## src/rtl/audio_clk_pkg.sv

```systemverilog
// Shared constants for the audio clock generator: accumulator width, mode
// encoding and the per-mode phase increments for a 50 MHz reference.
package audio_clk_pkg;

  localparam int unsigned ACC_W_DEF = 32;
  localparam int unsigned INC_W     = 32;
  localparam int unsigned MODE_W    = 2;

  typedef enum logic [MODE_W-1:0] {
    MODE_12M288  = 2'd0,
    MODE_11M2896 = 2'd1,
    MODE_24M576  = 2'd2,
    MODE_6M144   = 2'd3
  } mode_e;

  // round(f * 2^32 / 50e6)
  localparam logic [INC_W-1:0] INC_12M288  = 32'd1055531163;
  localparam logic [INC_W-1:0] INC_11M2896 = 32'd969769256;
  localparam logic [INC_W-1:0] INC_24M576  = 32'd2111062325;
  localparam logic [INC_W-1:0] INC_6M144   = 32'd527765581;

  function automatic logic [INC_W-1:0] mode_inc(input mode_e m);
    logic [INC_W-1:0] inc;
    inc = INC_12M288;
    case (m)
      MODE_12M288:  inc = INC_12M288;
      MODE_11M2896: inc = INC_11M2896;
      MODE_24M576:  inc = INC_24M576;
      MODE_6M144:   inc = INC_6M144;
      default:      inc = INC_12M288;
    endcase
    return inc;
  endfunction

endpackage

```

## src/rtl/nco_channel.sv

```systemverilog
// One NCO output: phase accumulator with enable hold, MSB clock output and
// a registered strobe in the first cycle the output is high.
module nco_channel
  import audio_clk_pkg::*;
#(
  parameter int unsigned ACC_W = ACC_W_DEF
) (
  input  logic             refclk,
  input  logic             rst,
  input  logic             i_en,
  input  logic [ACC_W-1:0] i_inc,
  output logic             o_outclk,
  output logic             o_ce
);

  logic [ACC_W-1:0] r_acc;
  logic             r_ce;
  logic [ACC_W-1:0] w_acc_next;

  // Disabled channels sit at phase 0 so re-enable restarts cleanly
  always_comb begin
    w_acc_next = '0;
    if (i_en) begin
      w_acc_next = r_acc + i_inc;
    end
  end

  always_ff @(posedge refclk or posedge rst) begin
    if (rst) begin
      r_acc <= '0;
      r_ce  <= 1'b0;
    end else begin
      r_acc <= w_acc_next;
      r_ce  <= w_acc_next[ACC_W-1] & ~r_acc[ACC_W-1];
    end
  end

  assign o_outclk = r_acc[ACC_W-1];
  assign o_ce     = r_ce;

endmodule

```

## src/rtl/audio_clk_gen.sv

```systemverilog
// Multi-channel NCO audio clock generator: synchronises the mode select,
// tracks settling after mode changes and scales the increment per channel.
module audio_clk_gen
  import audio_clk_pkg::*;
#(
  parameter int unsigned NUM_CH     = 2,
  parameter int unsigned ACC_W      = ACC_W_DEF,
  parameter int unsigned SEL_W      = 2,
  parameter int unsigned SETTLE_CYC = 16
) (
  input  logic              refclk,
  input  logic              rst,
  input  logic [SEL_W-1:0]  i_freq_sel,
  input  logic [NUM_CH-1:0] i_ch_en,
  output logic [NUM_CH-1:0] o_outclk,
  output logic [NUM_CH-1:0] o_ce,
  output logic              o_locked
);

  localparam int unsigned CNT_W = (SETTLE_CYC > 0) ? $clog2(SETTLE_CYC + 1) : 1;
  localparam logic [CNT_W-1:0] SETTLE_LOAD = CNT_W'(SETTLE_CYC);

  logic [SEL_W-1:0] r_sel_meta;
  logic [SEL_W-1:0] r_sel_s;
  logic [SEL_W-1:0] r_active_sel;
  logic [CNT_W-1:0] r_settle;
  logic             r_locked;

  logic [SEL_W-1:0] w_active_next;
  logic [CNT_W-1:0] w_settle_next;
  logic [INC_W-1:0] w_base_inc;
  logic [ACC_W-1:0] w_base_acc;

  // Two-flop synchroniser for the board-switch select
  always_ff @(posedge refclk or posedge rst) begin
    if (rst) begin
      r_sel_meta <= '0;
      r_sel_s    <= '0;
    end else begin
      r_sel_meta <= i_freq_sel;
      r_sel_s    <= r_sel_meta;
    end
  end

  // Mode adoption and settle countdown; any new select restarts settling
  always_comb begin
    w_active_next = r_active_sel;
    w_settle_next = r_settle;
    if (r_sel_s != r_active_sel) begin
      w_active_next = r_sel_s;
      w_settle_next = SETTLE_LOAD;
    end else if (r_settle != '0) begin
      w_settle_next = r_settle - CNT_W'(1);
    end
  end

  always_ff @(posedge refclk or posedge rst) begin
    if (rst) begin
      r_active_sel <= '0;
      r_settle     <= SETTLE_LOAD;
      r_locked     <= 1'b0;
    end else begin
      r_active_sel <= w_active_next;
      r_settle     <= w_settle_next;
      r_locked     <= (w_settle_next == '0);
    end
  end

  assign o_locked   = r_locked;
  assign w_base_inc = mode_inc(mode_e'(MODE_W'(r_active_sel)));

  // Table is in 2^32 units; rescale when the accumulator width differs
  if (ACC_W >= INC_W) begin : g_inc_up
    assign w_base_acc = ACC_W'(w_base_inc) << (ACC_W - INC_W);
  end else begin : g_inc_dn
    assign w_base_acc = ACC_W'(w_base_inc >> (INC_W - ACC_W));
  end

  for (genvar c = 0; c < NUM_CH; c++) begin : g_ch
    logic [ACC_W-1:0] w_ch_inc;
    assign w_ch_inc = w_base_acc >> c;

    nco_channel #(
      .ACC_W(ACC_W)
    ) u_nco (
      .refclk  (refclk),
      .rst     (rst),
      .i_en    (i_ch_en[c]),
      .i_inc   (w_ch_inc),
      .o_outclk(o_outclk[c]),
      .o_ce    (o_ce[c])
    );
  end

endmodule

```

## config.mk

```make
export PLATFORM = sky130hd
export DESIGN_NAME = audio_clk_gen
export DESIGN_NICKNAME = d
export VERILOG_FILES = /design/src/rtl/audio_clk_pkg.sv /design/src/rtl/nco_channel.sv /design/src/rtl/audio_clk_gen.sv
export SDC_FILE = /design/constraint.sdc
export NUM_CORES = 1
export LEC_CHECK = 0
export CAP_MARGIN = 30
export CORE_MARGIN = 8
export CORE_UTILIZATION = 45
export CTS_CLUSTER_SIZE = 30
export DETAILED_ROUTE_END_ITERATION = 8
export GPL_TIMING_DRIVEN = 0
export PLACE_DENSITY = 0.6
export REMOVE_ABC_BUFFERS = 1
export SLEW_MARGIN = 5
export SYNTH_ARGS = -nofsm -noshare
export SYNTH_HDL_FRONTEND = slang
export SYNTH_SLANG_ARGS = --single-unit
```

## constraint.sdc

```tcl
create_clock -name refclk -period 4.57 [get_ports refclk]
set_input_delay 1.371 -clock refclk [delete_from_list [all_inputs] [get_ports refclk]]
set_output_delay 1.371 -clock refclk [all_outputs]
set_load 0.1 [all_outputs]
```

# [After elaboration in Yosys (flattened, before gate mapping)]
# Index checks and enable logic that the tools add are counted.
[word_totals] regBits=78 input_bits=6 out_inout_bits=5 elab_cells=28
[classes] add_sub_neg=3 eq_ne=4 n_mux=5 n_bitwise=4 n_reduce_logical=3
[ops] operator="$pmux 32 s4" n=1
[ops] operator="$mux 32" n=2
[ops] operator="$add 32x31->32" n=1
[ops] operator="$add 32x32->32" n=1
[ops] operator="$mux 5" n=2
[ops] operator="$logic_not 5->1" n=1
[ops] operator="$reduce_bool 5->1" n=1
[ops] operator="$sub 5x1->5 const B" n=1
[ops] operator="$eq 2x2->1 const B" n=2
[ops] operator="$and 1x1->1" n=2
[ops] operator="$eq 2x1->1 const B" n=1
[ops] operator="$logic_not 2->1" n=1
[ops] operator="$ne 2x2->1" n=1
[ops] operator="$not 1->1" n=2

# [Logic depth before layout (Yosys ltp)]
[depth] ltp_word=5 mapped_depth=15 ltp_nobuf=13

# [Modules after synthesis]
# From an unflattened synthesis, not the netlist that was laid out.
[hier_totals] hier_cells=702 hier_area_um2=6242.2
[modules_own_cells] module="nco_channel at g_ch[0].u_nco" instances=1 cells_per_inst=311 area_per_inst_um2=2796.4 seq_area_each_um2=825.8
[modules_own_cells] module="nco_channel at g_ch[1].u_nco" instances=1 cells_per_inst=328 area_per_inst_um2=2781.4 seq_area_each_um2=825.8
[modules_own_cells] module="audio_clk_gen" instances=1 cells_per_inst=63 area_per_inst_um2=664.4 seq_area_each_um2=301.5

# [Worst setup path before layout]
# No wires, ideal clock.
[synth_timing] path_kind="reg2reg" from="register r_active_sel[0]" to="register g_ch[0].u_nco.r_acc[30]" setup_time_ps=132 arrival_ps=3458 t_required_ps=4438 setup_slack_ps=980 path_stages_with_launch=15 n_path_buf=3 period_less_slack_ps=3590 cell_sequence="dfrtp_1 -> inv_1 -> ha_1 -> clkbuf_1 -> clkbuf_1 -> or2_2 -> ha_1 -> clkbuf_1 -> a21o_1 -> o21ai_0 -> a21boi_0 -> or3_1 -> a211oi_1 -> nor3_1 -> or3b_1"
[synth_between] elab_chain_len=4 word_cells_on_any_way=7 classes_between="1 x add/sub; 3 x eq/ne; 2 x mux; 1 x reduce/logical"
[synth_rtl] item="start, declared" line="audio_clk_gen.sv:25" rtl="logic [SEL_W-1:0] r_active_sel;"
[synth_rtl] item="start signal, assigned" line="audio_clk_gen.sv:63" rtl="r_active_sel <= w_active_next;"
[synth_rtl] item="$eq 2x2->1 (tied with other cells)" line="audio_clk_pkg.sv:25" rtl="case (m)"
[synth_rtl] item="$pmux 32 s4 (*)" line="audio_clk_pkg.sv:25"
[synth_rtl] item="$add 32x32->32 (*)" line="nco_channel.sv:24" rtl="w_acc_next = r_acc + i_inc;"
[synth_rtl] item="$mux 32 (*)" line="nco_channel.sv:23" rtl="if (i_en) begin"
[synth_rtl] item="net g_ch[0].u_nco.w_acc_next[30]" line="nco_channel.sv:18" rtl="logic [ACC_W-1:0] w_acc_next;"
[synth_rtl] item="end signal, assigned" line="nco_channel.sv:33" rtl="r_acc <= w_acc_next;"
[synth_rtl] item="end, declared" line="nco_channel.sv:16" rtl="logic [ACC_W-1:0] r_acc;"
# Mark *: on every way through the listed nets, which the timed path passes. The rest lies on a longest branch. The select of a mux whose other input is x is not followed.
# A chain may end at the register's enable or synchronous reset.

# [Worst setup path in the final report]
[layout_timing] from="register r_active_sel[0]" to="register g_ch[1].u_nco.r_acc[26]"
[layout_between] elab_chain_len=4 word_cells_on_any_way=7 classes_between="1 x add/sub; 3 x eq/ne; 2 x mux; 1 x reduce/logical"
[layout_rtl] item="$eq 2x2->1 (tied with other cells)" line="audio_clk_pkg.sv:25"
[layout_rtl] item="$pmux 32 s4 (*)" line="audio_clk_pkg.sv:25"
[layout_rtl] item="$add 32x31->32 (*)" line="nco_channel.sv:24"
[layout_rtl] item="$mux 32 (*)" line="nco_channel.sv:23"
[layout_rtl] item="net g_ch[1].u_nco.w_acc_next[26]" line="nco_channel.sv:18"
[layout_rtl] item="end signal, assigned" line="nco_channel.sv:33"
[layout_rtl] item="end, declared" line="nco_channel.sv:16"
# Marks and branches as above.

==> key figures <==
Outcome
  – Outcome: finished, final reports clean

Synth
  – Register area share after synthesis: 33.4%
  – Post-synthesis cell area: 5850 sq um
  – #FFs+latches synth: 78
  – Top cells by count, synth: dfrtp_1, and2_1, nand2_1
  – Most common cell in the netlist: dfrtp_1
  – Number of distinct library cells after synthesis: 63
  – Largest area contributor in the netlist: dfrtp_1
  – Post-synth top flop: dfrtp_1
  – Async set-reset flop share out of synthesis: 100%
  – Yosys top cell area share: 32.9%
  – Post-synth EDFFs: 0
  – Top cells by area, synth: dfrtp_1, ha_1, and2_1
  – Post-Syn Instances: 651
  – Mean post-synth cell area: 8.99 sq um
  – Synthesis Warnings: 0

Power
  – Power Internal: 2210 uW
  – NetSw: 1430 uW
  – Peak supply drop: 356 uV
  – Leakage power: 0.00302 uW
  – PwrDens: 561 nW/um^2
  – Tot Pwr: 3640 uW
  – Combinational power share: 48.8%
  – Seq pwr share: 27.8%
  – Clock power share: 23.4%
  – Sw Share: 39.3%

Worst hold path
  – Min-Delay Path Class: flip-flop to flip-flop
  – WHS Path Cells: 0

Timing
  – Final Hold Vio Count: 0
  – Tmin final: 4.20 ns
  – Worst slew pin tran: 0.984 ns
  – Worst Slack Setup Final: 0.372 ns
  – RSZ-0062 raised after global routing: no
  – Max-slew violations: 0
  – Final period util: 91.9%
  – Max frequency: 0.238 GHz
  – Clock skew: 0.00894 ns
  – Rel. slew slack: 34.2%
  – Setup Viol. Count Final: 0

Flow run
  – Max-cap violation count: 0

Finish
  – Synth-to-layout area growth: 10.7%
  – Final std cells w/o fill: 829
  – Final Cell Area: 6480 sq um
  – Nets@finish: 703
  – Final antenna diode count: 0
  – Core Util, Final: 51.1%
  – Share of post-route cells with drive strength above 1: 5.78%

Placement
  – Setup WS pre-CTS: 0.141 ns
  – I/O Buffers: 10
  – Placed Cells: 812
  – Gpl congestion: 0.849
  – Placed instance area: 6110 sq um
  – Post-DP HPWL: 9680 microns

Clocking
  – Post-CTS Setup Inserts: 0
  – CTS resizes: 0
  – Clock Sinks: 78
  – CTS buffer count: 9
  – Clk_lat worst skew: 0.35 ns
  – CTS Buffer Depth: 2
  – H-tree depth: 3
  – CTS tree: built
  – Post-cts hold buffer count: 0
  – CTS root buffer: clkbuf_16
  – Clock-pin slew on the worst setup and hold paths: 0.06 ns

Routing
  – Drt drc: 0
  – DRT iter0 DRCs: 364
  – DR pass1 iterations: 5
  – Number of vias per cell: 5.74
  – Detail Route Antenna Nets: 0
  – WL/cell: 16.1 microns
  – DRT Wirelength: 13,400 microns
  – Routed vias: 4,761

Global routing
  – Vias in the first global route: 4,644
  – Largest net degree at the start of global routing: 59
  – Initial antenna violation count: 0
  – GRT Residual Overflow: 0
  – GR Util All Layers: 16.9%
  – First-pass GRT wire length: 22,500 microns

Worst setup path
  – Crit path capture type: flip-flop
  – WS Path Type: flip-flop to flip-flop
  – WP data required: 4.85 ns
  – Worst-case reg-to-reg path depth: 13
  – CP startpoint kind: flip-flop
  – Crit path DAT: 4.48 ns
  – CP Max Fanout: 13

Die
  – Core box area: 12,700 sq um
  – Effective utilization at floorplan: 46.2%
  – FP Rows: 41
  – IO Count: 11
  – Width of the chip: 130 microns
  – Die height: 130 microns
  – Total die area: 16,900 sq um
## final cells by class
type | instances | area, sq um
clock buffer | 11 | 243
timing repair buffer | 15 | 185
sequential | 78 | 1950
multi-input combinational | 526 | 3690
tap | 172 | 215
clock inverter | 5 | 108
fill | 1193 | 6190
inverter | 22 | 85.1
## stage by stage
stage	TNS [ns]	hold WS [ns]
detailed placement	0	0.336
finish	0	0.348
CTS	0	0.350
global placement	-18.74	0.332
floorplan	0	0.331
global route	0	0.362
## layout by cell type (no fill, tap or decap), types with 5 or more instances in the layout
cell / count
a211oi_1: 5
a21boi_0: 7
a21o_1: 18
a21oi_1: 41
a31o_2: 7
a31oi_1: 10
and2_1: 51
and3_1: 13
clkbuf_16: 9
clkdlybuf4s50_1: 10
dfrtp_1: 77
ha_1: 45
inv_1: 21
mux2i_1: 11
nand2_1: 47
nand2b_1: 15
nand3_1: 21
nand4_1: 11
nor2_1: 18
nor2b_1: 16
nor3_1: 13
o211ai_1: 8
o21a_1: 5
o21ai_0: 34
o21bai_1: 5
o31ai_1: 5
or3_1: 7
xnor2_1: 33
xor2_1: 23
## power by group through the flow
| stage | clock network [uW] | registers [uW] | logic, uW |
|---|---|---|---|
| 6_report | 851 | 1010 | 1770 |
| 5_1_grt | 899 | 1040 | 1980 |
| 4_1_cts | 873 | 1010 | 1770 |
| 3_5_place_dp | 0 | 1020 | 1750 |
| 3_3_place_gp | 0 | 1020 | 1720 |
| 2_1_floorplan | 0 | 1060 | 1340 |
## kinds of logic (layout without fill, tap and decap cells)
group / Yosys count / after routing / share of synthesized area (%)
AO/OA/AOI/OAI: 179 / 179 / 20.7
XOR/XNOR: 56 / 56 / 8.38
adder cells (fa/ha/maj): 47 / 47 / 9.99
buffers and inverters: 47 / 53 / 3.59
flip-flops: 78 / 78 / 33.4
multiplexers: 11 / 11 / 1.88
AND/OR/NAND/NOR: 233 / 233 / 22.1
## worst paths after layout
path | slack [ns] | to | start
worst max-delay path | 0.37 | g_ch[1].u_nco.r_acc[26] | r_active_sel[0]
worst min-delay path | 0.35 | r_sel_s[1] | r_sel_meta[1]
worst max register to register | 0.37 | g_ch[1].u_nco.r_acc[26] | r_active_sel[0]
worst min register to register | 0.35 | r_sel_s[1] | r_sel_meta[1]
max in group asynchronous | 2.59 | r_settle[4] | rst
min in group asynchronous | 1.33 | r_settle[1] | rst
## worst max-delay path: stages, from the launching register on
cell,delay (ns)
dfrtp_1,0.48
inv_1,0.21
ha_1,0.61
or2_1,0.51
xor2_1,0.21
ha_1,0.21
o211ai_1,0.11
o211ai_1,0.34
a31o_2,0.28
a21oi_1,0.15
o31ai_1,0.53
a311oi_1,0.20
xnor2_1,0.16
nor2b_1,0.12
## state kept, by name, indices dropped and copies added (netlist names)
signal	count
g_ch.u_nco.r_acc	64
g_ch.u_nco.o_ce	2
r_active_sel	2
r_sel_meta	2
o_locked	1
r_sel_s	2
r_settle	5
## per-layer routing
metal | part of all wire, % | global-route usage, % | up-vias
li1 | - | - | 2364
met1 | 48 | 21.2 | 2326
met2 | 48 | 28.6 | 58
met3 | 2.5 | 2.57 | 13
met4 | 1.4 | 6.22 | 0
met5 | 0 | 0 | -
Note: power is estimated with default switching activity, not from simulation.
